File: src/rtl/tt_um_serial_subtractor_pkg.sv
// Shared definitions for the bit-serial subtractor: state encoding and
// the helper that sizes the bit counter.
package tt_um_serial_subtractor_pkg;

    localparam logic ST_IDLE  = 1'b0;
    localparam logic ST_SHIFT = 1'b1;

    typedef enum logic {
        IDLE  = ST_IDLE,
        SHIFT = ST_SHIFT
    } state_t;

    // Counter must hold 0..width-1; never narrower than one bit.
    function automatic int cnt_width(input int width);
        return (width < 2) ? 1 : $clog2(width);
    endfunction

endpackage

File: src/rtl/tt_um_serial_subtractor_if.sv
// Operand/result bundle for the serial subtractor.
// Handshake: start is a request sampled only while idle with ena=1 (no
// ready signal; busy=1 means requests are dropped). done is a one-cycle
// valid strobe for diff_out/bout/ovf, stretched while ena=0.
interface tt_um_serial_subtractor_if
    import tt_um_serial_subtractor_pkg::*;
#(
    parameter int WIDTH = 8
);
    logic             ena;
    logic             start;
    logic [WIDTH-1:0] a_in;
    logic [WIDTH-1:0] b_in;
    logic             bin;
    logic [WIDTH-1:0] diff_out;
    logic             bout;
    logic             ovf;
    logic             busy;
    logic             done;
    state_t           state_dbg;

    modport master (
        output ena, start, a_in, b_in, bin,
        input  diff_out, bout, ovf, busy, done, state_dbg
    );

    modport slave (
        input  ena, start, a_in, b_in, bin,
        output diff_out, bout, ovf, busy, done, state_dbg
    );

endinterface

File: src/rtl/tt_um_serial_subtractor_full_subtractor.sv
// One-bit full subtractor: d = a - b - bi, bo = borrow out.
module full_subtractor (
    input  logic a,
    input  logic b,
    input  logic bi,
    output logic d,
    output logic bo
);

    assign d  = a ^ b ^ bi;
    assign bo = (~a & b) | (~(a ^ b) & bi);

endmodule

File: src/rtl/tt_um_serial_subtractor.sv
// Bit-serial ripple-borrow subtractor: A - B - Bin, one bit per enabled
// clock, LSB first, with a start/done handshake.
module tt_um_serial_subtractor
    import tt_um_serial_subtractor_pkg::*;
#(
    parameter int WIDTH = 8
) (
    input  logic                      clk,
    input  logic                      rst_n,
    tt_um_serial_subtractor_if.slave  bus
);

    localparam int CW = cnt_width(WIDTH);

    state_t           state;
    state_t           state_nxt;
    logic [CW-1:0]    cnt;
    logic [WIDTH-1:0] a_sh;
    logic [WIDTH-1:0] b_sh;
    logic [WIDTH-1:0] res;
    logic [WIDTH-1:0] res_nxt;
    logic             brw;
    logic [WIDTH-1:0] diff_q;
    logic             bout_q;
    logic             ovf_q;
    logic             busy_q;
    logic             done_q;
    logic             d_bit;
    logic             bo_bit;
    logic             last;

    full_subtractor u_fs (
        .a  (a_sh[0]),
        .b  (b_sh[0]),
        .bi (brw),
        .d  (d_bit),
        .bo (bo_bit)
    );

    assign last    = (cnt == CW'(WIDTH - 1));
    // New difference bit enters at the MSB so the LSB ends up at bit 0.
    assign res_nxt = (res >> 1) | {d_bit, {(WIDTH-1){1'b0}}};

    always_comb begin
        state_nxt = state;
        case (state)
            IDLE:    if (bus.start) state_nxt = SHIFT;
            SHIFT:   if (last)      state_nxt = IDLE;
            default: state_nxt = IDLE;
        endcase
    end

    always_ff @(posedge clk or negedge rst_n) begin
        if (!rst_n) begin
            state  <= IDLE;
            cnt    <= '0;
            a_sh   <= '0;
            b_sh   <= '0;
            res    <= '0;
            brw    <= 1'b0;
            diff_q <= '0;
            bout_q <= 1'b0;
            ovf_q  <= 1'b0;
            busy_q <= 1'b0;
            done_q <= 1'b0;
        end else if (bus.ena) begin
            state  <= state_nxt;
            done_q <= 1'b0;
            case (state)
                IDLE: begin
                    if (bus.start) begin
                        a_sh   <= bus.a_in;
                        b_sh   <= bus.b_in;
                        brw    <= bus.bin;
                        cnt    <= '0;
                        busy_q <= 1'b1;
                    end
                end
                SHIFT: begin
                    a_sh <= a_sh >> 1;
                    b_sh <= b_sh >> 1;
                    res  <= res_nxt;
                    brw  <= bo_bit;
                    if (last) begin
                        // brw here is still the borrow into the MSB.
                        diff_q <= res_nxt;
                        bout_q <= bo_bit;
                        ovf_q  <= brw ^ bo_bit;
                        done_q <= 1'b1;
                        busy_q <= 1'b0;
                    end else begin
                        cnt <= cnt + CW'(1);
                    end
                end
                default: ;
            endcase
        end
    end

    assign bus.diff_out  = diff_q;
    assign bus.bout      = bout_q;
    assign bus.ovf       = ovf_q;
    assign bus.busy      = busy_q;
    assign bus.done      = done_q;
    assign bus.state_dbg = state;

endmodule
File: src/flat_wrapper.sv
// flat-port wrapper written by rule: the top's interface ports become plain ports
module tt_um_serial_subtractor_flat import tt_um_serial_subtractor_pkg::*;
#(
    parameter int WIDTH = 8
)
  (clk, rst_n, bus_ena, bus_start, bus_a_in, bus_b_in, bus_bin, bus_diff_out, bus_bout, bus_ovf, bus_busy, bus_done, bus_state_dbg);
  tt_um_serial_subtractor_if #(.WIDTH(WIDTH)) bus_i ();
  input  logic clk;
  input  logic rst_n;
  input wire logic [$bits(bus_i.ena)-1:0] bus_ena;
  input wire logic [$bits(bus_i.start)-1:0] bus_start;
  input wire logic [$bits(bus_i.a_in)-1:0] bus_a_in;
  input wire logic [$bits(bus_i.b_in)-1:0] bus_b_in;
  input wire logic [$bits(bus_i.bin)-1:0] bus_bin;
  output wire logic [$bits(bus_i.diff_out)-1:0] bus_diff_out;
  output wire logic [$bits(bus_i.bout)-1:0] bus_bout;
  output wire logic [$bits(bus_i.ovf)-1:0] bus_ovf;
  output wire logic [$bits(bus_i.busy)-1:0] bus_busy;
  output wire logic [$bits(bus_i.done)-1:0] bus_done;
  output wire logic [$bits(bus_i.state_dbg)-1:0] bus_state_dbg;
  assign bus_i.ena = bus_ena;
  assign bus_i.start = bus_start;
  assign bus_i.a_in = bus_a_in;
  assign bus_i.b_in = bus_b_in;
  assign bus_i.bin = bus_bin;
  assign bus_diff_out = bus_i.diff_out;
  assign bus_bout = bus_i.bout;
  assign bus_ovf = bus_i.ovf;
  assign bus_busy = bus_i.busy;
  assign bus_done = bus_i.done;
  assign bus_state_dbg = bus_i.state_dbg;
  tt_um_serial_subtractor #(.WIDTH(WIDTH)) u_core (.clk(clk), .rst_n(rst_n), .bus(bus_i));
endmodule
File: config.mk
export PLATFORM = sky130hd
export DESIGN_NAME = tt_um_serial_subtractor_flat
export DESIGN_NICKNAME = d
export VERILOG_FILES = /design/src/rtl/tt_um_serial_subtractor_pkg.sv /design/src/rtl/tt_um_serial_subtractor_if.sv /design/src/rtl/tt_um_serial_subtractor_full_subtractor.sv /design/src/rtl/tt_um_serial_subtractor.sv /design/src/flat_wrapper.sv
export SDC_FILE = /design/constraint.sdc
export NUM_CORES = 1
export LEC_CHECK = 0
export ABC_AREA = 1
export BUFFER_PORTS_ARGS = -buffer_cell sky130_fd_sc_hd__buf_2
export CAP_MARGIN = 15
export CORE_ASPECT_RATIO = 1.2
export CORE_MARGIN = 2
export CORE_UTILIZATION = 55
export DETAILED_ROUTE_END_ITERATION = 10
export PLACE_DENSITY = 0.81
export SLEW_MARGIN = 30
export SYNTH_ARGS = -nofsm -noshare
export SYNTH_HDL_FRONTEND = slang
export SYNTH_SLANG_ARGS = --single-unit
File: constraint.sdc
create_clock -name clk -period 1.4 [get_ports clk]
set_input_delay 0.21 -clock clk [delete_from_list [all_inputs] [get_ports clk]]
set_output_delay 0.21 -clock clk [all_outputs]
set_load 0.005 [all_outputs]
## Word-level counts from Yosys, hierarchy flattened

Cells that the tools add are included.

- $add $sub $neg: 1
- Equality and inequality tests: 4
- Muxes and demuxes: 17
- Bitwise operators: 10
- Reductions and logical operators: 5

Operators by type and width:

| cell | number |
|---|---|
| $pmux W8 S2 | 2 |
| $mux W8 | 2 |
| $reduce_and A3 Y1 | 3 |
| $or A7 B8 Y8 | 1 |
| $mux W1 | 7 |
| $mux W3 | 2 |
| $ne A2 B2 Y1 const B | 3 |
| $pmux W1 S2 | 3 |
| $pmux W3 S2 | 1 |
| $reduce_and A2 Y1 | 2 |
| $add A3 B1 Y3 const B | 1 |
| $eq A3 B3 Y1 const B | 1 |
| $not A1 Y1 | 3 |
| $xor A1 B1 Y1 | 3 |
| $and A1 B1 Y1 | 2 |
| $or A1 B1 Y1 | 1 |

- Bits in registers: 41
- Input bits: 21
- Output and inout bits: 13
- Logic and storage cells: 48

## Longest topological paths before layout

- Depth in word-level cells: 5
- Depth in mapped cells: 7
- Depth with buffers taken out: 6

## Modules after synthesis

A second synthesis with hierarchy kept.

- Cell total of the unflattened synthesis: 235
- Area total of the unflattened synthesis: 1894.3 um^2

Modules (own cells, without submodules):

| module | instances | cells an instance | area an instance (um^2) | sequential area each (um^2) |
|---|---|---|---|---|
| tt_um_serial_subtractor | 1 | 231 | 1863.0 | 1001.0 |
| full_subtractor | 1 | 4 | 31.3 | 0.0 |

## Worst setup path after synthesis

No wires, ideal clock.

- Path type: flip-flop to flip-flop
- From: register u_core.cnt[0]
- To: register u_core.cnt[0]
- Arrival: 1.161 ns
- Data required time: 1.335 ns
- Slack: 0.174 ns
- Cell stages (with the launch flop): 7
- Buffers on the path: 1
- Period minus slack after synthesis: 1.226 ns
- Cell sequence: dfrtp_1 ha_1 ha_1 nand2_4 buf_6 nand3_1 nand2_1

- Longest elaborated chain between the ends: 3
- Elaborated cells between the ends (all ways): 6
- Those cells by class: add/sub (1); eq/ne (2); mux (2); reduce/logical (1)

Ends and longest elaborated chain:

| item | RTL line | RTL |
|---|---|---|
| start, declared | tt_um_serial_subtractor.sv:17 | `logic [CW-1:0] cnt;` |
| start signal, assigned | tt_um_serial_subtractor.sv:92 | `cnt <= cnt + CW'(1);` |
| $add A3 B1 Y3 or $eq A3 B3 Y1 (tied branches) | tt_um_serial_subtractor.sv:92, tt_um_serial_subtractor.sv:40 |  |
| $mux W3 or $ne A2 B2 Y1 (tied branches) | - |  |
| $pmux W3 S2 or $reduce_and A3 Y1 (tied branches) | - |  |

Parallel ways exist; a longest one is shown, timed or not. The select of a mux whose other input is x is not followed.
A chain may end at the register's enable or synchronous reset.

## Final worst setup path

- From: register u_core.cnt[0]
- To: register u_core.diff_q[3], in the netlist u_core.bus.diff_out[3]

- Longest elaborated chain between the ends: 2

Ends and longest elaborated chain:

| item | RTL line | RTL |
|---|---|---|
| $eq A3 B3 Y1 | tt_um_serial_subtractor.sv:40 | `assign last = (cnt == CW'(WIDTH - 1));` |
| $reduce_and A3 Y1 (no source line) | - |  |
| end signal, assigned | tt_um_serial_subtractor.sv:86 | `diff_q <= res_nxt;` |
| end, declared | tt_um_serial_subtractor.sv:23 | `logic [WIDTH-1:0] diff_q;` |

Every way passes these cells.

==> metrics.txt <==
P_leak 1.29 nW; Worst slew margin 0.732; # clock sinks 40; share of layout cells above drive strength 1 0.224; worst-skew pair later-pin latency between 0.2 and 0.3 ns; placer congestion estimate 0.779; peak supply drop 1.34 mV; initial core utilization 0.572; Final Cycle Share 0.943; max_cap viols 0; number of synthesized flops with an enable pin 0; max-slew violations 0; met1 usage 0.268; Avg Cell Area, Syn 8.08 µm²; IO Count 34; Setup WS pre-CTS 0.0290 ns; Synth top cells by count nand2_1 (120), dfrtp_1 (40), nand3_1 (22), o21ai_1 (17), inv_1 (9); fin crit period 1.32 ns; CORE AREA 3310 µm²; Setup WS post-layout 0.0793 ns; unique cell type count in the Yosys netlist 16; DIE WIDTH roughly 58 µm; cell taking the most area after synthesis dfrtp_1; diode count 0; Yosys Warn Count 0; vias in the first global route 1,501; DRC Markers 0; startpoint types flip-flop; TritonCTS buffer count 5; Area contributors post-synth dfrtp_1 (53%), nand2_1 (24%), nand3_1 (5.8%), o21ai_1 (4.5%), buf_6 (2.4%); drt first pass iters 4; critical path's top delay family adder cells; largest net degree at the start of global routing 26; Final Hold Fails 0; CP Data Arrival Time 1.50 ns; Net Count, Synth 259; first-pass GRT wire length 6.58 mm; Nets 301; CP dominant cell by count o21ai_1; initial antenna violation count 0; final setup fails 0; Max Fclk 0.757 GHz; crit end category flip-flop; Seq/Total Area, Yosys 0.529; post-route ant nets 0; clk_skew 0.00498 ns; DP Area 2080 µm²; busiest grt layer met2; crit-path max FO 6; status completed; met2 usage 0.388; WL per Instance approximately 12 µm; P per Cell Area ~1900 nW/µm²; count leader, synth nand2_1; CTS tree built; fin area 2230 µm²; FILL cells 291; GR Util met3 0.0510; CP max stage delay 0.37 ns; Die Ht approximately 68 µm; Post-Route WL 3.84 mm; Mapped Cells 234; Mapped Area 1890 µm²; Finished Core Util 0.674; Die ar. ~4000 µm²; Synth top area share 0.529; CP max-delay cell dfrtp_1; worst slew pin tran 0.400 ns; worst min path class input port to flip-flop; final hold slack 0.143 ns; Clock Tree Buf Depth 2; Root Driver clkbuf_8; Critical Path RT 1.58 ns; detailed placer's ending HPWL about 2.6 mm; power consumption 4.19 mW; register bit count reported by yosys 40; CP bufs+invs 1; Worst-path clk slew approximately 0.07 ns; All-Layer GR Usage 0.219; Cell Chain, Critical Path ha_1 > ha_4 > nand2_4 > buf_4 > o21ai_1 > o21ai_1; IO buf count 33; row count 23; CTS H-Tree Depth 2; routed vias/inst 5.15; DR vias ~1,600; initial drt markers 76; Setup CP Type flip-flop to flip-flop; Layout area overhead 18.0%; gr ovfl total 0; Top FF cell, synth dfrtp_1; asr flop ratio synth 1.00
[final timing paths]
kind | startpoint | end | slack [ns] | cells after the start
max reg2reg | u_core.cnt[0] | u_core.bus.diff_out[3] | 0.08 | 6
min in group asynchronous | rst_n | u_core.bus.busy | 0.36 | 2
max | u_core.cnt[0] | u_core.bus.diff_out[3] | 0.08 | 6
min | bus_a_in[7] | u_core.a_sh[7] | 0.14 | 3
min reg2reg | u_core.bus.diff_out[0] | u_core.bus.diff_out[0] | 0.47 | 2
max in group asynchronous | rst_n | u_core.a_sh[1] | 0.59 | 3
[layout make-up]
| type | instances | area (µm²) | share of cell area |
|---|---|---|---|
| Clock buffer | 6 | 82.6 | 0.0370 |
| Clock inverter | 2 | 10.0 | 0.00448 |
| Inverter | 12 | 45.0 | 0.0202 |
| Multi-Input combinational cell | 172 | 777 | 0.348 |
| Sequential cell | 40 | 1000 | 0.448 |
| Tap cell | 37 | 46.3 | 0.0207 |
| Timing Repair Buffer | 45 | 270 | 0.121 |
[placed cells by master, fill, tap and decap left out]
master | netlist | layout
buf_12 | 0 | 1
buf_2 | 4 | 33
buf_4 | 3 | 10
clkbuf_8 | 0 | 6
clkinv_2 | 0 | 2
dfrtp_1 | 40 | 40
dlygate4sd3_1 | 0 | 1
fa_1 | 1 | 1
ha_1 | 3 | 2
ha_4 | 0 | 1
inv_1 | 9 | 9
inv_2 | 3 | 3
nand2_1 | 120 | 120
nand2_2 | 3 | 4
nand2_4 | 1 | 1
nand3_1 | 22 | 22
nor2_1 | 1 | 1
nor2_4 | 1 | 1
o21ai_0 | 2 | 2
o21ai_1 | 17 | 17
[flip-flops by register name, summed over array words and instances, names as in the netlist, 3 cells and up]
signal	cells
u_core.a_sh	8
u_core.b_sh	8
u_core.bus.diff_out	8
u_core.res	7
u_core.cnt	3
[metrics by stage]
step	TNS, ns	cells
floorplan	0	234
global placement	0	300
detailed placement	0	300
CTS	0	309
global route	-0.00272	314
finish	0	314
[power breakdown]
group | internal [mW] | switching [mW]
registers | 1.60 | 0.256
clock network | 0.393 | 0.397
logic | 0.647 | 0.897
total | 2.64 | 1.55
[what timing repair did]
item / in CTS / in global routing
setup endpoints to repair: 0 / 5
hold buffers: 1 / 0
gates resized for setup: 0 / 2
endpoints found under the hold margin: 15 / 0
setup buffers: 0 / 4
[worst register-to-register path: stages (launching register included)]
cell,delay [ns]
dfrtp_1,0.37
ha_1,0.23
ha_4,0.18
nand2_4,0.08
buf_4,0.15
o21ai_1,0.12
o21ai_1,0.08
[logic make-up (layout without fill, tap and decap cells)]
group / count (synthesis) / count (layout) / synth area share
AO/OA/AOI/OAI: 19 / 19 / 0.0503
adder cells (fa/ha/maj): 4 / 4 / 0.0304
buffers and inverters: 23 / 65 / 0.0701
flip-flops: 40 / 40 / 0.529
AND/OR/NAND/NOR: 148 / 149 / 0.320
[metal layers]
layer  vias up  share of wire
met5         -              0
met4         0          0.011
met3         5          0.054
met2        44           0.49
met1       752           0.44
li1        815              -
Note: power is estimated with default switching activity, not from simulation.
